## config.mk

```make
export PLATFORM = sky130hd
export DESIGN_NAME = bp_be_context_switch_ctrl_flat
export DESIGN_NICKNAME = d
export VERILOG_FILES = /design/src/rtl/bp_be_context_switch_ctrl_if.sv /design/src/rtl/bp_be_context_switch_ctrl.sv /design/src/flat_wrapper.sv
export SDC_FILE = /design/constraint.sdc
export NUM_CORES = 1
export LEC_CHECK = 0
export ABC_AREA = 1
export BUFFER_PORTS_ARGS = -buffer_cell sky130_fd_sc_hd__clkbuf_2
export CORE_AREA = 2 2 135 137
export DETAILED_ROUTE_END_ITERATION = 10
export DIE_AREA = 0 0 137 139
export PLACE_DENSITY = 0.76
export SYNTH_ARGS = -nofsm -noshare
export SYNTH_HDL_FRONTEND = slang
export SYNTH_SLANG_ARGS = --single-unit
```

## constraint.sdc

```tcl
create_clock -name clk_i -period 3.25 [get_ports clk_i]
set_input_delay 0.65 -clock clk_i [delete_from_list [all_inputs] [get_ports clk_i]]
set_output_delay 0.65 -clock clk_i [all_outputs]
set_load 0.01 [all_outputs]
```

## src/rtl/bp_be_context_switch_ctrl_if.sv

```systemverilog
// ----------------------------------------------------------------------------
// bp_be_context_switch_ctrl_if
// Bundles every non-clock signal of the thread-switch sequencer:
//   - switch request handshake  (switch_v_i / switch_ready_o / switch_tid_i)
//   - outgoing thread state     (save_*_i), sampled when a switch is accepted
//   - backend drain status      (pipe_empty_i) and issue freeze (freeze_o)
//   - context storage ports     (current_tid_o read index, restore_*_i read
//                                data, commit_*_o write port)
//   - frontend redirect         (redirect_v_o / redirect_yumi_i / redirect_*_o)
//   - completion pulses         (done_o, err_o)
// Modport "slave" is the sequencer side; "master" is its environment.
// ----------------------------------------------------------------------------
interface bp_be_context_switch_ctrl_if #(
   parameter int num_threads_p = 4,
   parameter int vaddr_width_p = 64,
   parameter int asid_width_p  = 16
);
   localparam int tid_width_lp = $clog2(num_threads_p) + 1;

   logic                     switch_v_i;
   logic                     switch_ready_o;
   logic [tid_width_lp-1:0]  switch_tid_i;
   logic [vaddr_width_p-1:0] save_npc_i;
   logic [1:0]               save_priv_mode_i;
   logic                     save_translation_en_i;
   logic [asid_width_p-1:0]  save_asid_i;
   logic                     pipe_empty_i;
   logic                     freeze_o;
   logic [tid_width_lp-1:0]  current_tid_o;
   logic                     commit_v_o;
   logic [tid_width_lp-1:0]  commit_tid_o;
   logic [vaddr_width_p-1:0] commit_npc_o;
   logic [1:0]               commit_priv_mode_o;
   logic                     commit_translation_en_o;
   logic [asid_width_p-1:0]  commit_asid_o;
   logic [vaddr_width_p-1:0] restore_npc_i;
   logic [1:0]               restore_priv_mode_i;
   logic                     restore_translation_en_i;
   logic [asid_width_p-1:0]  restore_asid_i;
   logic                     redirect_v_o;
   logic                     redirect_yumi_i;
   logic [vaddr_width_p-1:0] redirect_npc_o;
   logic [1:0]               redirect_priv_mode_o;
   logic                     redirect_translation_en_o;
   logic [asid_width_p-1:0]  redirect_asid_o;
   logic                     done_o;
   logic                     err_o;

   modport slave (
      input  switch_v_i, switch_tid_i, save_npc_i, save_priv_mode_i,
             save_translation_en_i, save_asid_i, pipe_empty_i,
             restore_npc_i, restore_priv_mode_i, restore_translation_en_i,
             restore_asid_i, redirect_yumi_i,
      output switch_ready_o, freeze_o, current_tid_o, commit_v_o, commit_tid_o,
             commit_npc_o, commit_priv_mode_o, commit_translation_en_o,
             commit_asid_o, redirect_v_o, redirect_npc_o, redirect_priv_mode_o,
             redirect_translation_en_o, redirect_asid_o, done_o, err_o
   );

   modport master (
      output switch_v_i, switch_tid_i, save_npc_i, save_priv_mode_i,
             save_translation_en_i, save_asid_i, pipe_empty_i,
             restore_npc_i, restore_priv_mode_i, restore_translation_en_i,
             restore_asid_i, redirect_yumi_i,
      input  switch_ready_o, freeze_o, current_tid_o, commit_v_o, commit_tid_o,
             commit_npc_o, commit_priv_mode_o, commit_translation_en_o,
             commit_asid_o, redirect_v_o, redirect_npc_o, redirect_priv_mode_o,
             redirect_translation_en_o, redirect_asid_o, done_o, err_o
   );
endinterface

```

## src/rtl/bp_be_context_switch_ctrl.sv

```systemverilog
// ----------------------------------------------------------------------------
// bp_be_context_switch_ctrl
// Hardware thread switch sequencer: IDLE -> DRAIN -> SAVE -> LOAD -> REDIRECT.
// Accepts a switch request in IDLE, freezes issue until the backend drains,
// writes the outgoing thread's state into context storage, moves the storage
// read index to the target thread, captures the restored state and presents
// it as a frontend redirect until consumed.
// Ports:
//   clk_i      clock
//   reset_n_i  asynchronous active-low reset (aborts any switch in progress)
//   bus        bp_be_context_switch_ctrl_if.slave (request, drain, context
//              storage read/write, redirect and completion signals)
// ----------------------------------------------------------------------------
module bp_be_context_switch_ctrl #(
   parameter int num_threads_p = 4,
   parameter int vaddr_width_p = 64,
   parameter int asid_width_p  = 16
) (
   input  logic                         clk_i,
   input  logic                         reset_n_i,
   bp_be_context_switch_ctrl_if.slave   bus
);
   localparam int tid_width_lp = $clog2(num_threads_p) + 1;
   localparam logic [tid_width_lp-1:0] num_threads_tid_lp = tid_width_lp'(num_threads_p);

   localparam logic [2:0] ST_IDLE     = 3'd0;
   localparam logic [2:0] ST_DRAIN    = 3'd1;
   localparam logic [2:0] ST_SAVE     = 3'd2;
   localparam logic [2:0] ST_LOAD     = 3'd3;
   localparam logic [2:0] ST_REDIRECT = 3'd4;

   logic [2:0]               r_state, w_state_next;
   logic [tid_width_lp-1:0]  r_current_tid, r_target_tid;
   logic [vaddr_width_p-1:0] r_save_npc, r_redir_npc;
   logic [1:0]               r_save_priv, r_redir_priv;
   logic                     r_save_ten, r_redir_ten;
   logic [asid_width_p-1:0]  r_save_asid, r_redir_asid;
   logic                     r_done, r_err;

   logic w_accept, w_invalid, w_noop, w_start, w_redirect_taken;

   assign w_accept         = bus.switch_v_i & (r_state == ST_IDLE);
   assign w_invalid        = (bus.switch_tid_i >= num_threads_tid_lp);
   assign w_noop           = (bus.switch_tid_i == r_current_tid);
   assign w_start          = w_accept & ~w_invalid & ~w_noop;
   assign w_redirect_taken = (r_state == ST_REDIRECT) & bus.redirect_yumi_i;

   // NOTE: next_state gets a default before the case so no path leaves it unassigned (no latch).
   always_comb begin
      w_state_next = r_state;
      case (r_state)
         ST_IDLE:     if (w_start)          w_state_next = ST_DRAIN;
         ST_DRAIN:    if (bus.pipe_empty_i) w_state_next = ST_SAVE;
         ST_SAVE:                           w_state_next = ST_LOAD;
         ST_LOAD:                           w_state_next = ST_REDIRECT;
         ST_REDIRECT: if (w_redirect_taken) w_state_next = ST_IDLE;
         default:                           w_state_next = ST_IDLE;
      endcase
   end

   // NOTE: state registers use non-blocking assignments so every register samples pre-edge values.
   always_ff @(posedge clk_i or negedge reset_n_i) begin
      if (!reset_n_i) begin
         r_state       <= ST_IDLE;
         r_current_tid <= '0;
         r_target_tid  <= '0;
         r_save_npc    <= '0;
         r_save_priv   <= '0;
         r_save_ten    <= 1'b0;
         r_save_asid   <= '0;
         r_redir_npc   <= '0;
         r_redir_priv  <= '0;
         r_redir_ten   <= 1'b0;
         r_redir_asid  <= '0;
         r_done        <= 1'b0;
         r_err         <= 1'b0;
      end else begin
         r_state <= w_state_next;
         r_done  <= (w_accept & ~w_invalid & w_noop) | w_redirect_taken;
         r_err   <= w_accept & w_invalid;

         if (w_start) begin
            r_target_tid <= bus.switch_tid_i;
            r_save_npc   <= bus.save_npc_i;
            r_save_priv  <= bus.save_priv_mode_i;
            r_save_ten   <= bus.save_translation_en_i;
            r_save_asid  <= bus.save_asid_i;
         end

         // The commit in SAVE still uses the old thread ID; the read index
         // moves afterward so LOAD sees the target thread's stored state.
         if (r_state == ST_SAVE) begin
            r_current_tid <= r_target_tid;
         end

         if (r_state == ST_LOAD) begin
            r_redir_npc  <= bus.restore_npc_i;
            r_redir_priv <= bus.restore_priv_mode_i;
            r_redir_ten  <= bus.restore_translation_en_i;
            r_redir_asid <= bus.restore_asid_i;
         end
      end
   end

   assign bus.switch_ready_o            = (r_state == ST_IDLE);
   assign bus.freeze_o                  = (r_state != ST_IDLE);
   assign bus.current_tid_o             = r_current_tid;
   assign bus.commit_v_o                = (r_state == ST_SAVE);
   assign bus.commit_tid_o              = r_current_tid;
   assign bus.commit_npc_o              = r_save_npc;
   assign bus.commit_priv_mode_o        = r_save_priv;
   assign bus.commit_translation_en_o   = r_save_ten;
   assign bus.commit_asid_o             = r_save_asid;
   assign bus.redirect_v_o              = (r_state == ST_REDIRECT);
   assign bus.redirect_npc_o            = r_redir_npc;
   assign bus.redirect_priv_mode_o      = r_redir_priv;
   assign bus.redirect_translation_en_o = r_redir_ten;
   assign bus.redirect_asid_o           = r_redir_asid;
   assign bus.done_o                    = r_done;
   assign bus.err_o                     = r_err;
endmodule
```

## src/flat_wrapper.sv

```systemverilog
// flat-port wrapper written by rule: the top's interface ports become plain ports
module bp_be_context_switch_ctrl_flat 
#(
   parameter int num_threads_p = 4,
   parameter int vaddr_width_p = 64,
   parameter int asid_width_p  = 16
)
  (clk_i, reset_n_i, bus_switch_v_i, bus_switch_tid_i, bus_save_npc_i, bus_save_priv_mode_i, bus_save_translation_en_i, bus_save_asid_i, bus_pipe_empty_i, bus_restore_npc_i, bus_restore_priv_mode_i, bus_restore_translation_en_i, bus_restore_asid_i, bus_redirect_yumi_i, bus_switch_ready_o, bus_freeze_o, bus_current_tid_o, bus_commit_v_o, bus_commit_tid_o, bus_commit_npc_o, bus_commit_priv_mode_o, bus_commit_translation_en_o, bus_commit_asid_o, bus_redirect_v_o, bus_redirect_npc_o, bus_redirect_priv_mode_o, bus_redirect_translation_en_o, bus_redirect_asid_o, bus_done_o, bus_err_o);
  bp_be_context_switch_ctrl_if #(.num_threads_p(num_threads_p), .vaddr_width_p(vaddr_width_p), .asid_width_p(asid_width_p)) bus_i ();
  input  logic clk_i;
  input  logic reset_n_i;
  input wire logic [$bits(bus_i.switch_v_i)-1:0] bus_switch_v_i;
  input wire logic [$bits(bus_i.switch_tid_i)-1:0] bus_switch_tid_i;
  input wire logic [$bits(bus_i.save_npc_i)-1:0] bus_save_npc_i;
  input wire logic [$bits(bus_i.save_priv_mode_i)-1:0] bus_save_priv_mode_i;
  input wire logic [$bits(bus_i.save_translation_en_i)-1:0] bus_save_translation_en_i;
  input wire logic [$bits(bus_i.save_asid_i)-1:0] bus_save_asid_i;
  input wire logic [$bits(bus_i.pipe_empty_i)-1:0] bus_pipe_empty_i;
  input wire logic [$bits(bus_i.restore_npc_i)-1:0] bus_restore_npc_i;
  input wire logic [$bits(bus_i.restore_priv_mode_i)-1:0] bus_restore_priv_mode_i;
  input wire logic [$bits(bus_i.restore_translation_en_i)-1:0] bus_restore_translation_en_i;
  input wire logic [$bits(bus_i.restore_asid_i)-1:0] bus_restore_asid_i;
  input wire logic [$bits(bus_i.redirect_yumi_i)-1:0] bus_redirect_yumi_i;
  output wire logic [$bits(bus_i.switch_ready_o)-1:0] bus_switch_ready_o;
  output wire logic [$bits(bus_i.freeze_o)-1:0] bus_freeze_o;
  output wire logic [$bits(bus_i.current_tid_o)-1:0] bus_current_tid_o;
  output wire logic [$bits(bus_i.commit_v_o)-1:0] bus_commit_v_o;
  output wire logic [$bits(bus_i.commit_tid_o)-1:0] bus_commit_tid_o;
  output wire logic [$bits(bus_i.commit_npc_o)-1:0] bus_commit_npc_o;
  output wire logic [$bits(bus_i.commit_priv_mode_o)-1:0] bus_commit_priv_mode_o;
  output wire logic [$bits(bus_i.commit_translation_en_o)-1:0] bus_commit_translation_en_o;
  output wire logic [$bits(bus_i.commit_asid_o)-1:0] bus_commit_asid_o;
  output wire logic [$bits(bus_i.redirect_v_o)-1:0] bus_redirect_v_o;
  output wire logic [$bits(bus_i.redirect_npc_o)-1:0] bus_redirect_npc_o;
  output wire logic [$bits(bus_i.redirect_priv_mode_o)-1:0] bus_redirect_priv_mode_o;
  output wire logic [$bits(bus_i.redirect_translation_en_o)-1:0] bus_redirect_translation_en_o;
  output wire logic [$bits(bus_i.redirect_asid_o)-1:0] bus_redirect_asid_o;
  output wire logic [$bits(bus_i.done_o)-1:0] bus_done_o;
  output wire logic [$bits(bus_i.err_o)-1:0] bus_err_o;
  assign bus_i.switch_v_i = bus_switch_v_i;
  assign bus_i.switch_tid_i = bus_switch_tid_i;
  assign bus_i.save_npc_i = bus_save_npc_i;
  assign bus_i.save_priv_mode_i = bus_save_priv_mode_i;
  assign bus_i.save_translation_en_i = bus_save_translation_en_i;
  assign bus_i.save_asid_i = bus_save_asid_i;
  assign bus_i.pipe_empty_i = bus_pipe_empty_i;
  assign bus_i.restore_npc_i = bus_restore_npc_i;
  assign bus_i.restore_priv_mode_i = bus_restore_priv_mode_i;
  assign bus_i.restore_translation_en_i = bus_restore_translation_en_i;
  assign bus_i.restore_asid_i = bus_restore_asid_i;
  assign bus_i.redirect_yumi_i = bus_redirect_yumi_i;
  assign bus_switch_ready_o = bus_i.switch_ready_o;
  assign bus_freeze_o = bus_i.freeze_o;
  assign bus_current_tid_o = bus_i.current_tid_o;
  assign bus_commit_v_o = bus_i.commit_v_o;
  assign bus_commit_tid_o = bus_i.commit_tid_o;
  assign bus_commit_npc_o = bus_i.commit_npc_o;
  assign bus_commit_priv_mode_o = bus_i.commit_priv_mode_o;
  assign bus_commit_translation_en_o = bus_i.commit_translation_en_o;
  assign bus_commit_asid_o = bus_i.commit_asid_o;
  assign bus_redirect_v_o = bus_i.redirect_v_o;
  assign bus_redirect_npc_o = bus_i.redirect_npc_o;
  assign bus_redirect_priv_mode_o = bus_i.redirect_priv_mode_o;
  assign bus_redirect_translation_en_o = bus_i.redirect_translation_en_o;
  assign bus_redirect_asid_o = bus_i.redirect_asid_o;
  assign bus_done_o = bus_i.done_o;
  assign bus_err_o = bus_i.err_o;
  bp_be_context_switch_ctrl #(.num_threads_p(num_threads_p), .vaddr_width_p(vaddr_width_p), .asid_width_p(asid_width_p)) u_core (.clk_i(clk_i), .reset_n_i(reset_n_i), .bus(bus_i));
endmodule
```

==> impl_metrics.yaml <==
placed_design:
  place_congestion: 0.811
  postPlaceCellArea_um2: 8690
  post-dp-hpwl_um: 13000
  placedCellCount: 1151
  portBuffers: 351
job:
  max_cap_violations: 0
cts:
  clk_pin_slew_ps: 70
  cts_sinks: 177
  clkLatencyLatePin_ps: 430
  cts-hold-fix-buffers: 0
  cts_max_path_buffers: 2
  cts_buffers: 17
  cts.htree.levels: 4
  cts_setup_buffers: 0
  cts_root_buf: "clkbuf_16"
  cts_tree: "done"
  cts_resized: 0
layout:
  num-fill-cells: 1595
  final_area_um2: 9250
  syn_to_final_growth_pct: 37.4
  drive_gt1_frac: 0.498
  utilization: 0.524
  final_net_count: 1115
  diodes: 0
  stdcell_count: 1182
pwr:
  intPower_mw: 5.88
  p_clk_frac: 0.214
  seqPwrFrac: 0.420
  peakVddDrop_v: 0.000479
  power.density_nw_per_um2: 991
  combPwrFrac: 0.366
  swShare: 0.358
  p_leak_nw: 5.14
  switching_power_mw: 3.28
synthesis:
  yosys-top-cells-count: "nand2_1 (268), dfrtp_1 (177), mux2_2 (83)"
  synth.distinct_cells: 20
  synth_edf_count: 0
  avgSynthCellArea_um2: 11.3
  synth_top_area_cell: "dfrtp_1"
  syn-num-nets: 769
  synth.area.top_cells: "dfrtp_1 (66%), nand2_1 (15%), mux2_2 (14%)"
  synthArstFlopShare: 1.00
  syn_inst: 595
  ys.flop_type: "dfrtp_1"
  synth_top_area_share: 0.658
  synth_area_um2: 6730
  yosysMostFrequentCell: "nand2_1"
  synth_seq_cells: 177
  yosys_warnings: 0
  synth_seq_area_share: 0.658
sta:
  rsz0062_at_grt: "no"
  clock_skew_ps: 14.0
  finalHoldViolations: 0
  period_share: 0.721
  worstMarginPinSlew_ps: 877
  post-route-min-period_ps: 2340
  tns_ps: 0
  clock.fmax_mhz: 427
  drv_slew: 0
  slew_headroom: 0.415
  setup_violations: 0
  fin_hold_ws_ps: 195
global_route:
  antenna_found_initial: 0
  top_usage_layer: "met2"
  grt_max_degree: 87
  grt_pass1_vias: 5397
  met3_usage: 0.0515
  grt_pass1_wl_um: 27200
  met2_usage: 0.300
  grtUsageMet1: 0.224
  grt.overflow.total: 0
  grt_usage: 0.184
route:
  dr_total_vias: 5370
  via_per_inst: 4.54
  wl_per_cell_um: 14.8
  routed_wl_um: 17500
  drt-pass1-iter-count: 5
  ant_nets: 0
  drt-initial-drc-count: 274
  drc: 0
setup_path:
  worstRegToRegCells: 7
  critical_path_peak_fanout: 6
  crit_required_ps: 2600
  endpoint_kind: "output port"
  reg2reg_to: "u_core.r_state[0]"
  reg2reg_slack_ps: 1280
  critPathLaunchType: "register"
  r2r-start: "u_core.bus.commit_tid_o[1]"
  worstSetupPathType: "register to output port"
  crit_arrival_ps: 1690
die:
  die-area_um2: 19000
  die_h_um: 139
  ios: 352
  row_count: 49
  fp.coreArea_um2: 17700
  initial_core_util: 0.381
  die_w_um: 137
status:
  status: "completed"
worst_hold_path:
  hp-class: "primary input to asynchronous set/reset pin"
[registers in the layout (all words and copies together) (netlist names)]
register	cells
u_core.r_target_tid	3
u_core.bus.commit_priv_mode_o	2
u_core.bus.redirect_priv_mode_o	2
u_core.bus.commit_asid_o	16
u_core.bus.done_o	1
u_core.bus.redirect_npc_o	64
u_core.bus.redirect_asid_o	16
u_core.bus.commit_npc_o	64
u_core.r_state	3
u_core.bus.commit_tid_o	3
u_core.bus.redirect_translation_en_o	1
u_core.bus.err_o	1
u_core.bus.commit_translation_en_o	1
[final cells by class]
cell class                 count  area (um2)  share of cell area
sequential                   177        4430               0.479
multi-input combinational    373        2070               0.224
timing repair buffer         357        1850               0.200
clock buffer                  19         433              0.0468
tap                          229         287              0.0310
clock inverter                12         124              0.0134
inverter                      15        56.3             0.00609
[worst max path at each step]
stage	from	cells after the start	end
global placement	bus_switch_tid_i[2]	10	u_core.r_state[0]
finish	u_core.r_state[0]	4	bus_commit_v_o
detailed placement	bus_switch_tid_i[2]	10	u_core.r_state[0]
CTS	u_core.r_state[0]	4	bus_commit_v_o
floorplan	u_core.r_state[0]	4	bus_freeze_o
global route	u_core.r_state[0]	4	bus_commit_v_o
[routing by layer]
metal / up-vias / part of all wire
met5: - / 0
met4: 0 / 0.033
met2: 220 / 0.49
li1: 2552 / -
met3: 48 / 0.065
met1: 2550 / 0.41
[through the flow]
stage	total power [mW]	setup slack [ps]
CTS	9.26	889
global route	9.77	777
floorplan	5.67	1650
detailed placement	7.28	1010
finish	9.16	906
global placement	7.15	1040
[cell usage in the layout (no fill, tap or decap), drive strengths merged]
cell type and count:
clkinvlp 4, o31ai 1, dfrtp 177, nand2 269
nor3 1, nand3 5, or2 1, nor2 7
clkinv 2, xnor2 1, inv 20, bufinv 1
buf 7, clkbuf 369, o21ai 5, mux2 83
[critical path: stages (launching register included)]
cell and delay [ps]:
dfrtp_1 430, nor2_2 190, inv_1 70, nor2_1 350, clkbuf_2 220
[cells by family (layout without fill, tap and decap cells)]
kind of cell	count (synthesis)	after routing	share of synthesized area
AND/OR/NAND/NOR	283	283	0.161
buffers and inverters	45	403	0.0357
AO/OA/AOI/OAI	6	6	0.00484
flip-flops	177	177	0.658
XOR/XNOR	1	1	0.00130
multiplexers	83	83	0.139
[power by group through the flow]
stage	Sequential, mW	Clock (mW)	Combinational (mW)
finish	3.85	1.96	3.35
global route	3.98	2.10	3.70
CTS	3.85	2.00	3.41
detailed placement	3.87	0	3.42
global placement	3.84	0	3.31
floorplan	4.29	0	1.38
Note: power is estimated with default switching activity, not from simulation.
